`config.mk`:
```
export PLATFORM = sky130hd
export DESIGN_NAME = reaction_timer_core
export DESIGN_NICKNAME = d
export VERILOG_FILES = /design/src/rtl/reaction_timer_pkg.sv /design/src/rtl/reaction_timer_bcd_counter4.sv /design/src/rtl/reaction_timer_core.sv
export SDC_FILE = /design/constraint.sdc
export NUM_CORES = 1
export LEC_CHECK = 0
export BUFFER_PORTS_ARGS = -buffer_cell sky130_fd_sc_hd__buf_2
export CAP_MARGIN = 10
export CORE_ASPECT_RATIO = 0.6
export CORE_UTILIZATION = 30
export DETAILED_ROUTE_END_ITERATION = 16
export GPL_TIMING_DRIVEN = 0
export PLACE_DENSITY = 0.47
export SETUP_SLACK_MARGIN = 0.05
export SYNTH_ARGS = -nofsm -noshare
export SYNTH_HDL_FRONTEND = slang
export SYNTH_SLANG_ARGS = --single-unit
```
`constraint.sdc`:
```
create_clock -name clk_100MHz -period 2.07 [get_ports clk_100MHz]
set_input_delay 0.1035 -clock clk_100MHz [delete_from_list [all_inputs] [get_ports clk_100MHz]]
set_output_delay 0.1035 -clock clk_100MHz [all_outputs]
set_load 0.1 [all_outputs]
```
`src/rtl/reaction_timer_pkg.sv`:
```
// reaction_timer_pkg
//   Shared types and constants for the reaction timer core.
//   rt_state_t  : measurement FSM states
//   bcd4_t      : four packed BCD digits, index 0 = ones of ms
//   BCD_BLANK   : digit code the display renders blank
//   BCD_MAX     : saturation value of the measurement (9999)
//   LFSR_SEED   : reset value of the delay LFSR
//   lfsr_next() : one step of the 16-bit Fibonacci LFSR (taps 16,14,13,11)
package reaction_timer_pkg;

  typedef enum logic [2:0] {
    IDLE,
    WAIT,
    MEASURE,
    DONE,
    EARLY
  } rt_state_t;

  typedef logic [3:0][3:0] bcd4_t;

  localparam logic [3:0]  BCD_BLANK = 4'hF;
  localparam bcd4_t       BCD_MAX   = 16'h9999;
  localparam logic [15:0] LFSR_SEED = 16'hACE1;

  // Shift left, feedback into bit 0. A non-zero seed never reaches zero.
  function automatic logic [15:0] lfsr_next(input logic [15:0] v);
    return {v[14:0], v[15] ^ v[13] ^ v[12] ^ v[10]};
  endfunction

endpackage

```
`src/rtl/reaction_timer_bcd_counter4.sv`:
```
// bcd_counter4
//   Four-digit BCD up-counter that saturates at 9999.
//   clk_100MHz : clock
//   reset_n    : asynchronous active-low reset, clears count
//   clr        : synchronous clear to 0000 (has priority over inc)
//   inc        : advance by one with decimal carry; ignored at 9999
//   count      : current value, digit 0 least significant
//   at_max     : count is 9999
module bcd_counter4
  import reaction_timer_pkg::*;
(
  input  logic  clk_100MHz,
  input  logic  reset_n,
  input  logic  clr,
  input  logic  inc,
  output bcd4_t count,
  output logic  at_max
);

  bcd4_t count_nxt;
  logic  carry;

  assign at_max = (count == BCD_MAX);

  always_comb begin
    count_nxt = count;
    carry     = 1'b1;
    for (int i = 0; i < 4; i++) begin
      if (carry) begin
        if (count[i] == 4'd9) begin
          count_nxt[i] = 4'd0;
        end else begin
          count_nxt[i] = count[i] + 4'd1;
          carry        = 1'b0;
        end
      end
    end
  end

  always_ff @(posedge clk_100MHz or negedge reset_n) begin
    if (!reset_n) begin
      count <= '0;
    end else if (clr) begin
      count <= '0;
    end else if (inc && !at_max) begin
      count <= count_nxt;
    end
  end

endmodule

```
`src/rtl/reaction_timer_core.sv`:
```
// reaction_timer_core
//   Measurement engine of the reaction timer: waits a pseudo-random delay,
//   lights the stimulus LED, then counts ticks in BCD until stop is pressed.
//   Optional feature macro: BEST_TIME_EN (keeps and displays the best time).
//   clk_100MHz   : system clock
//   reset_n      : asynchronous active-low reset (released synchronously)
//   btn_start    : raw start button
//   btn_stop     : raw stop/react button
//   show_best    : show best time in IDLE/DONE (BEST_TIME_EN only)
//   stim_led     : stimulus LED, high while measuring
//   k0..k3       : BCD display digits, k0 least significant, 4'hF = blank
//   result_valid : high in DONE
//   too_early    : high in EARLY
//
//   state   | meaning
//   IDLE    | after reset, waiting for start
//   WAIT    | random pre-stimulus delay running
//   MEASURE | LED on, counting ticks
//   DONE    | result (or 9999 timeout) on display
//   EARLY   | stop pressed before stimulus, display blank
module reaction_timer_core
  import reaction_timer_pkg::*;
#(
  parameter int CLK_HZ       = 100_000_000,
  parameter int TICK_HZ      = 1000,
  parameter int MIN_DELAY_MS = 1000
) (
  input  logic       clk_100MHz,
  input  logic       reset_n,
  input  logic       btn_start,
  input  logic       btn_stop,
  input  logic       show_best,
  output logic       stim_led,
  output logic [3:0] k0,
  output logic [3:0] k1,
  output logic [3:0] k2,
  output logic [3:0] k3,
  output logic       result_valid,
  output logic       too_early
);

  localparam int              TICK_DIV    = CLK_HZ / TICK_HZ;
  localparam int              TW          = (TICK_DIV > 1) ? $clog2(TICK_DIV) : 1;
  localparam logic [TW-1:0]   TICK_RELOAD = TW'(TICK_DIV - 1);
  localparam logic [15:0]     MIN_DELAY   = 16'(MIN_DELAY_MS);

  rt_state_t     state, state_nxt;
  logic [1:0]    rst_sync;
  logic          rst_n_i;
  logic [2:0]    start_sync, stop_sync;
  logic          start_pulse, stop_pulse;
  logic [TW-1:0] tick_cnt;
  logic          tick, tick_clr;
  logic [15:0]   lfsr;
  logic [15:0]   delay_cnt;
  logic          delay_load, delay_dec;
  logic          cnt_clr, cnt_inc, cnt_at_max, best_upd;
  bcd4_t         cnt_val, disp;

  // Reset asserts immediately but releases on a clock edge.
  always_ff @(posedge clk_100MHz or negedge reset_n) begin
    if (!reset_n) rst_sync <= '0;
    else          rst_sync <= {rst_sync[0], 1'b1};
  end
  assign rst_n_i = rst_sync[1];

  // Two synchronizer flops plus one history flop for the rising edge.
  always_ff @(posedge clk_100MHz or negedge rst_n_i) begin
    if (!rst_n_i) begin
      start_sync <= '0;
      stop_sync  <= '0;
    end else begin
      start_sync <= {start_sync[1:0], btn_start};
      stop_sync  <= {stop_sync[1:0], btn_stop};
    end
  end
  assign start_pulse = start_sync[1] & ~start_sync[2];
  assign stop_pulse  = stop_sync[1] & ~stop_sync[2];

  // Reload on WAIT/MEASURE entry so the first tick there is a full period.
  always_ff @(posedge clk_100MHz or negedge rst_n_i) begin
    if (!rst_n_i)            tick_cnt <= TICK_RELOAD;
    else if (tick_clr||tick) tick_cnt <= TICK_RELOAD;
    else                     tick_cnt <= tick_cnt - TW'(1);
  end
  assign tick = (tick_cnt == '0);

  always_ff @(posedge clk_100MHz or negedge rst_n_i) begin
    if (!rst_n_i) lfsr <= LFSR_SEED;
    else          lfsr <= lfsr_next(lfsr);
  end

  always_ff @(posedge clk_100MHz or negedge rst_n_i) begin
    if (!rst_n_i)        delay_cnt <= '0;
    else if (delay_load) delay_cnt <= MIN_DELAY + {5'd0, lfsr[10:0]};
    else if (delay_dec)  delay_cnt <= delay_cnt - 16'd1;
  end

  always_ff @(posedge clk_100MHz or negedge rst_n_i) begin
    if (!rst_n_i) state <= IDLE;
    else          state <= state_nxt;
  end

  always_comb begin
    state_nxt  = state;
    delay_load = 1'b0;
    delay_dec  = 1'b0;
    cnt_clr    = 1'b0;
    cnt_inc    = 1'b0;
    best_upd   = 1'b0;
    case (state)
      IDLE, DONE, EARLY: begin
        if (start_pulse) begin
          state_nxt  = WAIT;
          delay_load = 1'b1;
          cnt_clr    = 1'b1;
        end
      end
      WAIT: begin
        if (stop_pulse) begin
          state_nxt = EARLY;
        end else if (tick) begin
          // This tick takes the delay to zero.
          if (delay_cnt <= 16'd1) state_nxt = MEASURE;
          else                    delay_dec = 1'b1;
        end
      end
      MEASURE: begin
        // Stop beats a coincident tick, so that tick is never counted.
        if (stop_pulse) begin
          state_nxt = DONE;
          best_upd  = 1'b1;
        end else if (tick) begin
          if (cnt_at_max) state_nxt = DONE;
          else            cnt_inc   = 1'b1;
        end
      end
      default: state_nxt = IDLE;
    endcase
  end

  assign tick_clr = (state_nxt != state) && ((state_nxt == WAIT) || (state_nxt == MEASURE));

  bcd_counter4 u_cnt (
    .clk_100MHz (clk_100MHz),
    .reset_n    (rst_n_i),
    .clr        (cnt_clr),
    .inc        (cnt_inc),
    .count      (cnt_val),
    .at_max     (cnt_at_max)
  );

`ifdef BEST_TIME_EN
  bcd4_t best;

  // Packed BCD orders the same as the decimal value, so a plain compare works.
  always_ff @(posedge clk_100MHz or negedge rst_n_i) begin
    if (!rst_n_i)                         best <= BCD_MAX;
    else if (best_upd && (cnt_val < best)) best <= cnt_val;
  end
`else
  logic unused_best;
  assign unused_best = show_best | best_upd;
`endif

  always_comb begin
    disp = cnt_val;
    if (state == EARLY) begin
      disp = {4{BCD_BLANK}};
    end
`ifdef BEST_TIME_EN
    else if (show_best && ((state == IDLE) || (state == DONE))) begin
      disp = best;
    end
`endif
  end

  assign k0           = disp[0];
  assign k1           = disp[1];
  assign k2           = disp[2];
  assign k3           = disp[3];
  assign stim_led     = (state == MEASURE);
  assign result_valid = (state == DONE);
  assign too_early    = (state == EARLY);

endmodule

```
==> results of run 1 <==
metrics by stage:
stage	setup TNS (ps)	hold slack (ps)
3_5_place_dp	-30300	-103
2_1_floorplan	-10830	-192
4_1_cts	-17510	80.3
5_1_grt	-20700	99.4
6_report	-16270	103
3_3_place_gp	-30360	-110
placed cells by master, fill, tap and decap left out, drive strengths merged, types with 7 or more instances in the layout:
cell type and n:
inv 11, or4 9, or3 15, dfstp 18
nand3 13, buf 48, a21oi 12, nor2 37
xor2 8, dfrtp 58, nor3 9, clkbuf 24
o21ai 19, a31oi 10, nand4 7, nor4 9
or2 16, mux2i 8, nand2 35, xnor2 15
registers in the layout, summed over array words and instances, names as in the netlist:
signal	cells
u_cnt.count	16
stop_sync	3
rst_sync	2
lfsr	16
delay_cnt	16
start_sync	3
state	3
tick_cnt	17
synthesized netlist by cell type (2+ instances only):
master    number
buf_6          2
nand4_1        7
nor2_1        37
nor4b_1        2
o311ai_0       2
o31ai_1        2
nor3_1         9
or2_2         16
nand3_1       13
nor2b_1        6
nand3b_1       6
and2_1         4
mux2i_1        8
dfrtp_1       58
nand2_1       35
or3_1         15
o41ai_1        2
nor4_1         8
nand2b_1       5
nor4bb_1       5
inv_1         11
xnor2_1       15
xor2_1         8
dfstp_2       18
nor3b_1        4
a21oi_1       12
clkbuf_1      10
or4_4          2
ha_1           5
a31oi_1       10
o211ai_1       5
o21ai_0       18
or4_1          7
worst max path at each step:
stage	from	to	slack [ps]	cells after the start
global placement	tick_cnt[11]	delay_cnt[10]	-1140	6
finish	tick_cnt[1]	u_cnt.count[8]	-750	7
detailed placement	tick_cnt[11]	delay_cnt[10]	-1140	6
floorplan	tick_cnt[0]	u_cnt.count[8]	-790	9
global route	tick_cnt[1]	u_cnt.count[8]	-810	7
CTS	tick_cnt[7]	u_cnt.count[8]	-770	7
metal layers:
| metal | up-vias | track usage |
|---|---|---|
| met1 | 1621 | 0.239 |
| li1 | 1522 | - |
| met3 | 5 | 0.0429 |
| met4 | 0 | 0.0440 |
| met2 | 52 | 0.241 |
| met5 | - | 0 |
critical path: stages, from the launching register on:
cell,delay (ps)
dfstp_2,380
inv_2,90
ha_4,130
or4b_4,450
or4_4,580
or4b_4,600
or4_4,420
o21ai_1,100
kinds of logic after synthesis:
| family | count (synthesis) |
|---|---|
| and+or+nand+nor | 189 |
| DFF | 76 |
| AOI/OAI and AO/OA | 63 |
| buffers and inverters | 25 |
| xor gates and xnor gates | 23 |
| muxes | 8 |
| adders and majority gates | 5 |
| other | 1 |
power by group through the flow:
stage	clock network, W	logic, W	registers (W)
finish	0.00159	0.00133	0.00182
global route	0.00170	0.00142	0.00184
CTS	0.00163	0.00128	0.00181
detailed placement	0	0.00115	0.00184
global placement	0	0.00110	0.00186
floorplan	0	0.000937	0.00181
cell type report:
| type | instances | area [µm²] |
|---|---|---|
| fill | 1181 | 7150 |
| clock inverter | 4 | 47.5 |
| inverter | 11 | 41.3 |
| multi-input combinational | 289 | 2100 |
| clock buffer | 12 | 256 |
| sequential | 76 | 1930 |
| tap | 165 | 206 |
| buffer | 11 | 70.1 |
| timing repair buffer | 52 | 457 |
timing repair:
action / CTS / global route
pin swaps: 24 / 18
gates resized for setup: 72 / 29
endpoints found under the setup margin: 68 / 68
cloned: 2 / 0
setup buffers: 16 / 9
hold endpoints to repair: 4 / 0
hold buffers: 3 / 0
==> flow_metrics.py, run 1 <==
metrics = {
    "status": {
        "status": "finished, violations left",
        "violations": "setup timing",
    },
    "floorplanning": {
        "start_util": 0.313,
        "dieWidth_um": 148,
        "core.rowCount": 31,
        "dieArea_um2": 13300,
        "pin_count": 24,
        "fp.dieH_um": 89.6,
        "core_area_um2": 12300,
    },
    "logic_synthesis": {
        "synthMuxAreaShare": 0.0209,
        "netlist_instances": 390,
        "ys_warn_count": 0,
        "syn_nets": 400,
        "syn_avg_cell_area_um2": 9.85,
        "synth-compound-area-share": 0.104,
        "synthAdderAreaFrac": 0.0163,
        "synthArstFlopShare": 1.00,
        "synth_top_area_frac": 0.378,
        "netlist_top_cells_area": "dfrtp_1 (38%), dfstp_2 (12%), nor2_1 (3.6%), nand2_1 (3.4%), xnor2_1 (3.4%)",
        "yosys.area_share.simple": 0.275,
        "ys_types": 56,
        "synth-xor-area-share": 0.0525,
        "synth-edff-count": 0,
        "yosysSeqAreaShare": 0.501,
        "synth_top_family_by_area": "simple AND/OR/NAND/NOR gates",
        "synthesis.area_um2": 3840,
        "synth_top_flop_cell": "dfrtp_1",
        "synth_top_cell_by_area": "dfrtp_1",
        "ys_ff_latch": 76,
    },
    "cells_and_area": {
        "stdcell_count": 620,
        "nets": 460,
        "post-route-util": 0.416,
        "drive_gt1_frac": 0.343,
        "areaGrowthSynthToFinish_pct": 32.9,
        "post-route-cell-area_um2": 5100,
        "n_antenna_cell": 0,
    },
    "clock_network": {
        "cts_buffers": 9,
        "tritoncts": "done",
        "cts_sinks": 76,
        "clock_path_buffers": 2,
        "cts-root-buf": "clkbuf_16",
        "clkLatencyLatePin_ps": 330,
        "htreeDepth": 3,
        "clkTransAtPathRegs_ps": 60,
    },
    "sta": {
        "maxSlewHeadroom": 0.284,
        "fmax_mhz": 355,
        "rsz0062_at_grt": "true",
        "slew_violations": 0,
        "worstMarginPinSlew_ps": 1060,
        "finalSetupViolations": 41,
        "hold_violations": 0,
        "layout_min_cycle_time_ps": 2820,
        "fin_crit_sh": 1.36,
        "finClkSkew_ps": 5.42,
        "timing.final.ws_setup_ps": -748,
    },
    "setup_path": {
        "r2r_cells": 7,
        "worstPathMaxFanout": 5,
        "reg2reg_to": "u_cnt.count[8]",
        "endpoint_kind": "flip-flop",
        "worstSetupPathType": "flip-flop to flip-flop",
        "r2r_setup_slack_ps": -750,
        "cp.required_ps": 2320,
        "start_kind": "flip-flop",
        "cp_data_arrival_time_ps": 3070,
        "rr_startpoint": "tick_cnt[1]",
    },
    "drt": {
        "wl_per_cell_um": 16.4,
        "topRoutingLayerUsed": "met4",
        "ant_nets": 0,
        "wl_met3_um": 403,
        "via_per_inst": 5.16,
        "vias": 3200,
        "drt-pass1-iter-count": 4,
        "routed_wl_mm": 10.2,
        "routed-wl-met2_mm": 4.31,
        "drtIter0Drc": 233,
        "drc": 0,
        "wl_met1_mm": 5.42,
    },
    "pwr": {
        "sw_frac_of_total": 0.358,
        "power.total_w": 0.00474,
        "powerDensity_nw_per_um2": 929,
        "switchingPower_w": 0.00170,
        "combinationalPowerShare": 0.281,
        "p_clk_frac": 0.334,
        "internal_power_w": 0.00304,
        "leakagePower_nw": 2.12,
        "ir_drop_uv": 392,
        "seqPwrFrac": 0.384,
    },
    "placed_design": {
        "gp_congestion": 0.813,
        "placed_cells": 578,
        "hpwlAfterDp_mm": 6.78,
        "dp_slack_ps": -1140,
        "dpl-instance-area_um2": 4240,
        "portBuffers": 22,
    },
    "flow_run": {
        "cap_violations": 0,
    },
    "global_route": {
        "antenna_found_initial": 0,
        "grt_usage": 0.164,
        "grt_pass1_vias": 3098,
        "grt_pass1_wl_mm": 16.5,
        "grt_overflow_total": 0,
        "grt_max_degree": 55,
    },
    "min_path": {
        "hold_path_class": "primary input to asynchronous set/reset pin",
    },
}
Power figures use the tool's default switching activity.
==> run 2: changes to the inputs <==
Settings changed: CORE_UTILIZATION 30 to 45, PLACE_DENSITY 0.47 to 0.64.
==> flow_metrics.py, run 2 (synthesis gave the netlist of run 1 again) <==
metrics = {
    "status": {
        "status": "finished, violations left",
        "violations": "setup timing",
    },
    "clock_network": {
        "cts-root-buf": "clkbuf_16",
        "tritoncts": "done",
        "htreeDepth": 3,
        "cts_sinks": 76,
        "cts_buffers": 9,
        "clkLatencyLatePin_ps": 340,
        "clock_path_buffers": 2,
        "clkTransAtPathRegs_ps": 60,
    },
    "setup_path": {
        "cpLargestDelayFamily": "simple AND/OR/NAND/NOR gates",
        "cpMostUsedCell": "or4b_4",
        "max_stage_delay_ps": 570,
        "critPathSlowestCell": "or4b_4",
        "crit_path_cell_trace": "inv_2, ha_4, or4b_4, or4_4, or4b_4, or4_1, o21ai_1",
        "cp.required_ps": 2330,
        "start_kind": "flip-flop",
        "cp_data_arrival_time_ps": 3060,
        "r2r_setup_slack_ps": -730,
        "worstSetupPathType": "flip-flop to flip-flop",
        "endpoint_kind": "flip-flop",
        "worstPathMaxFanout": 4,
        "critPathBufInv": 1,
    },
    "global_route": {
        "grt_overflow_total": 0,
        "antenna_found_initial": 0,
        "grt_pass1_wl_mm": 15.8,
        "grt_pass1_vias": 3095,
        "grt_max_degree": 72,
        "grt_usage": 0.238,
    },
    "placed_design": {
        "hpwlAfterDp_mm": 6.05,
        "placed_cells": 521,
        "gp_congestion": 0.846,
        "portBuffers": 22,
        "dp_slack_ps": -1050,
    },
    "cells_and_area": {
        "top_register": "tick_cnt",
        "final_cell_mix": "dfrtp_1 (56), nor2_1 (34), nand2_1 (32), dfstp_2 (18)",
        "largest_reg_flops": 17,
        "n_antenna_cell": 0,
        "drive_gt1_frac": 0.338,
        "areaGrowthSynthToFinish_pct": 32.1,
        "stdcell_count": 566,
        "final_common_cell": "dfrtp_1",
        "nets": 463,
    },
    "sta": {
        "fin_crit_sh": 1.35,
        "fmax_mhz": 357,
        "hold_violations": 0,
        "timing.final.ws_setup_ps": -730,
        "finalSetupViolations": 51,
        "slew_violations": 0,
        "maxSlewHeadroom": 0.549,
        "layout_min_cycle_time_ps": 2800,
        "worstMarginPinSlew_ps": 676,
        "rsz0062_at_grt": "true",
        "finClkSkew_ps": 6.84,
    },
    "floorplanning": {
        "fp.dieH_um": 73.6,
        "dieWidth_um": 121,
        "start_util": 0.476,
        "core_area_um2": 8070,
        "dieArea_um2": 8920,
        "pin_count": 24,
        "core.rowCount": 25,
    },
    "min_path": {
        "hold_path_class": "primary input to asynchronous set/reset pin",
    },
    "pwr": {
        "powerDensity_nw_per_um2": 942,
        "leakagePower_nw": 2.15,
        "ir_drop_uv": 498,
    },
    "drt": {
        "drc": 0,
        "vias": 3245,
        "drtIter0Drc": 233,
        "via_per_inst": 5.73,
        "wl_per_cell_um": 17.0,
        "routed_wl_mm": 9.63,
        "drt-pass1-iter-count": 5,
        "ant_nets": 0,
    },
    "flow_run": {
        "cap_violations": 0,
    },
}
-- run 2: area by class of cell --
type,instances,area (µm²)
Multi-Input combinational cell,290,2100
Buffer,11,68.8
Timing Repair Buffer,54,494
Clock inverter,3,46.3
Inverter,11,41.3
Sequential cell,76,1930
Fill cell,639,3000
Clock buffer,13,260
Tap cell,108,135
-- run 2: report_power, final --
part	switching [W]	leakage (nW)	internal, W
clock	0.000591	0.146	0.00100
sequential	0.000173	0.942	0.00165
combinational	0.000944	1.06	0.000417
-- run 2: timing repair --
action                                  in CTS  in global routing
buffers inserted                            24                  5
gates resized for setup                     68                 28
endpoints found under the hold margin        4                  0
pin swaps                                   34                 21
gates cloned                                 3                  0
hold buffers                                 3                  0
endpoints found under the setup margin      68                 64
-- run 2: through the flow --
stage	cell area, µm²	power [W]	hold WS, ps	setup TNS [ps]	utilization
floorplan	3890	0.00275	-192	-10830	-
global placement	4140	0.00294	-112	-26770	0.513
detailed placement	4170	0.00296	-108	-27490	0.517
CTS	4970	0.00471	70.5	-19440	0.616
global route	5070	0.00498	81.7	-21520	0.629
finish	5070	0.00478	82.2	-18080	0.629
-- run 2: path summary, 6_finish.rpt --
kind | from | to | cells after the start
setup / recovery | tick_cnt[0] | u_cnt.count[8] | 7
hold / removal | reset_n | rst_sync[1] | 2
setup reg to reg | tick_cnt[0] | u_cnt.count[8] | 7
hold reg to reg | rst_sync[1] | u_cnt.count[9] | 0
max in group asynchronous | rst_sync[1] | lfsr[7] | 1
min in group clk_100MHz | stop_sync[0] | stop_sync[1] | 0
-- run 2: metal layers --
metal | global-route usage | vias up | share of wire
li1 | - | 1539 | -
met1 | 0.336 | 1586 | 0.49
met2 | 0.351 | 102 | 0.44
met3 | 0.0621 | 18 | 0.054
met4 | 0.0919 | 0 | 0.020
met5 | 0 | - | 0
==> run 3: changes to the inputs <==
Settings changed: GPL_TIMING_DRIVEN 0 to 1.
==> flow_metrics.py, run 3 (synthesis gave the netlist of run 1 again) <==
metrics = {
    "setup_path": {
        "cp.required_ps": 2330,
        "cp_data_arrival_time_ps": 2900,
        "worstSetupPathType": "flip-flop to flip-flop",
        "endpoint_kind": "flip-flop",
        "r2r_setup_slack_ps": -560,
        "start_kind": "flip-flop",
        "crit_path_cell_trace": "inv_2, ha_4, or4b_4, or4_4, or4b_4, or4_4, o21ai_1",
        "max_stage_delay_ps": 540,
        "critPathSlowestCell": "or4b_4",
        "worstPathMaxFanout": 3,
    },
    "placed_design": {
        "hpwlAfterDp_mm": 6.41,
        "dp_slack_ps": -588,
        "dpl-instance-area_um2": 4840,
        "gp_congestion": 0.858,
        "portBuffers": 22,
    },
    "drt": {
        "drc": 0,
        "routed_wl_mm": 9.48,
        "wl_per_cell_um": 15.9,
        "drtIter0Drc": 146,
        "ant_nets": 0,
        "via_per_inst": 5.45,
        "drt-pass1-iter-count": 4,
        "vias": 3251,
    },
    "floorplanning": {
        "dieWidth_um": 121,
        "start_util": 0.476,
        "pin_count": 24,
        "core_area_um2": 8070,
        "dieArea_um2": 8920,
        "fp.dieH_um": 73.6,
        "core.rowCount": 25,
    },
    "sta": {
        "worstMarginPinSlew_ps": 674,
        "finalSetupViolations": 44,
        "fin_hold_ws_ps": 95.2,
        "fin_crit_sh": 1.27,
        "timing.setup.tns_ps": -15140,
        "finClkSkew_ps": 3.96,
        "timing.final.ws_setup_ps": -562,
        "layout_min_cycle_time_ps": 2630,
        "hold_violations": 0,
        "rsz0062_at_grt": "true",
        "slew_violations": 0,
        "maxSlewHeadroom": 0.550,
        "fmax_mhz": 380,
    },
    "global_route": {
        "grt_max_degree": 28,
        "antenna_found_initial": 0,
        "grt_usage": 0.233,
        "grt_overflow_total": 0,
        "grt_pass1_vias": 3174,
        "grt_pass1_wl_mm": 15.7,
    },
    "clock_network": {
        "clock_path_buffers": 2,
        "htreeDepth": 3,
        "cts_sinks": 76,
        "clkLatencyLatePin_ps": 330,
        "tritoncts": "done",
        "cts_buffers": 9,
        "clkTransAtPathRegs_ps": 60,
        "cts-root-buf": "clkbuf_16",
    },
    "status": {
        "violations": "setup timing",
        "status": "finished, violations left",
    },
    "cells_and_area": {
        "top_register": "tick_cnt",
        "final_cell_mix": "dfrtp_1 (56), buf_4 (56), nor2_1 (35), nand2_1 (31), buf_12 (21)",
        "largest_reg_flops": 17,
        "post-route-cell-area_um2": 5490,
        "n_antenna_cell": 0,
        "post-route-util": 0.680,
        "areaGrowthSynthToFinish_pct": 43.0,
        "drive_gt1_frac": 0.379,
        "nets": 493,
    },
    "min_path": {
        "hold_path_class": "primary input to asynchronous set/reset pin",
    },
    "pwr": {
        "powerDensity_nw_per_um2": 941,
        "ir_drop_uv": 598,
        "leakagePower_nw": 2.36,
    },
    "flow_run": {
        "cap_violations": 0,
    },
}
==> run 3: power breakdown <==
group | internal (W) | switching (W)
Sequential | 0.00165 | 0.000125
Combinational | 0.000672 | 0.00104
Clock | 0.00109 | 0.000596
==> run 3: final timing paths <==
path / from / end / depth (start not counted)
max in group asynchronous: rst_sync[1] / lfsr[13] / 1
setup / recovery: tick_cnt[0] / u_cnt.count[8] / 7
min in group clk_100MHz: rst_sync[0] / rst_sync[1] / 0
setup reg to reg: tick_cnt[0] / u_cnt.count[8] / 7
hold reg to reg: rst_sync[1] / u_cnt.count[10] / 0
hold / removal: reset_n / rst_sync[0] / 2
==> run 3: cell type report <==
| cell class | count | area [µm²] |
|---|---|---|
| Fill cell | 600 | 2580 |
| Multi-Input combinational cell | 290 | 2070 |
| Sequential cell | 76 | 1930 |
| Timing Repair Buffer | 95 | 1000 |
| Clock buffer | 12 | 246 |
| Tap cell | 108 | 135 |
| Clock inverter | 4 | 72.6 |
| Inverter | 11 | 41.3 |
==> run 3: worst max-delay path, delay by kind of cell (launching register included) <==
kind                       cells  cell delay, ps
AOI/OAI and AO/OA              1              80
and+or+nand+nor                4            1920
DFF                            1             370
buffers and inverters          1              70
adders and majority gates      1             120
==> run 3: what timing repair did <==
action | in CTS | in global routing
endpoints found under the hold margin | 4 | 0
gates cloned | 2 | 0
buffers inserted | 6 | 2
setup endpoints to repair | 51 | 55
pin swaps | 26 | 13
gates resized for setup | 30 | 22
hold buffers | 3 | 0
==> run 3: stage by stage <==
stage / power [W] / cells
floorplan: 0.00275 / 390
global placement: 0.00337 / 567
detailed placement: 0.00340 / 567
CTS: 0.00516 / 594
global route: 0.00539 / 596
finish: 0.00517 / 596
==> run 3: routing by layer <==
layer	share of wire	track usage	up-vias
li1	-	-	1590
met1	0.50	0.325	1590
met2	0.45	0.361	60
met3	0.042	0.0613	11
met4	0.014	0.0617	0
met5	0	0	-
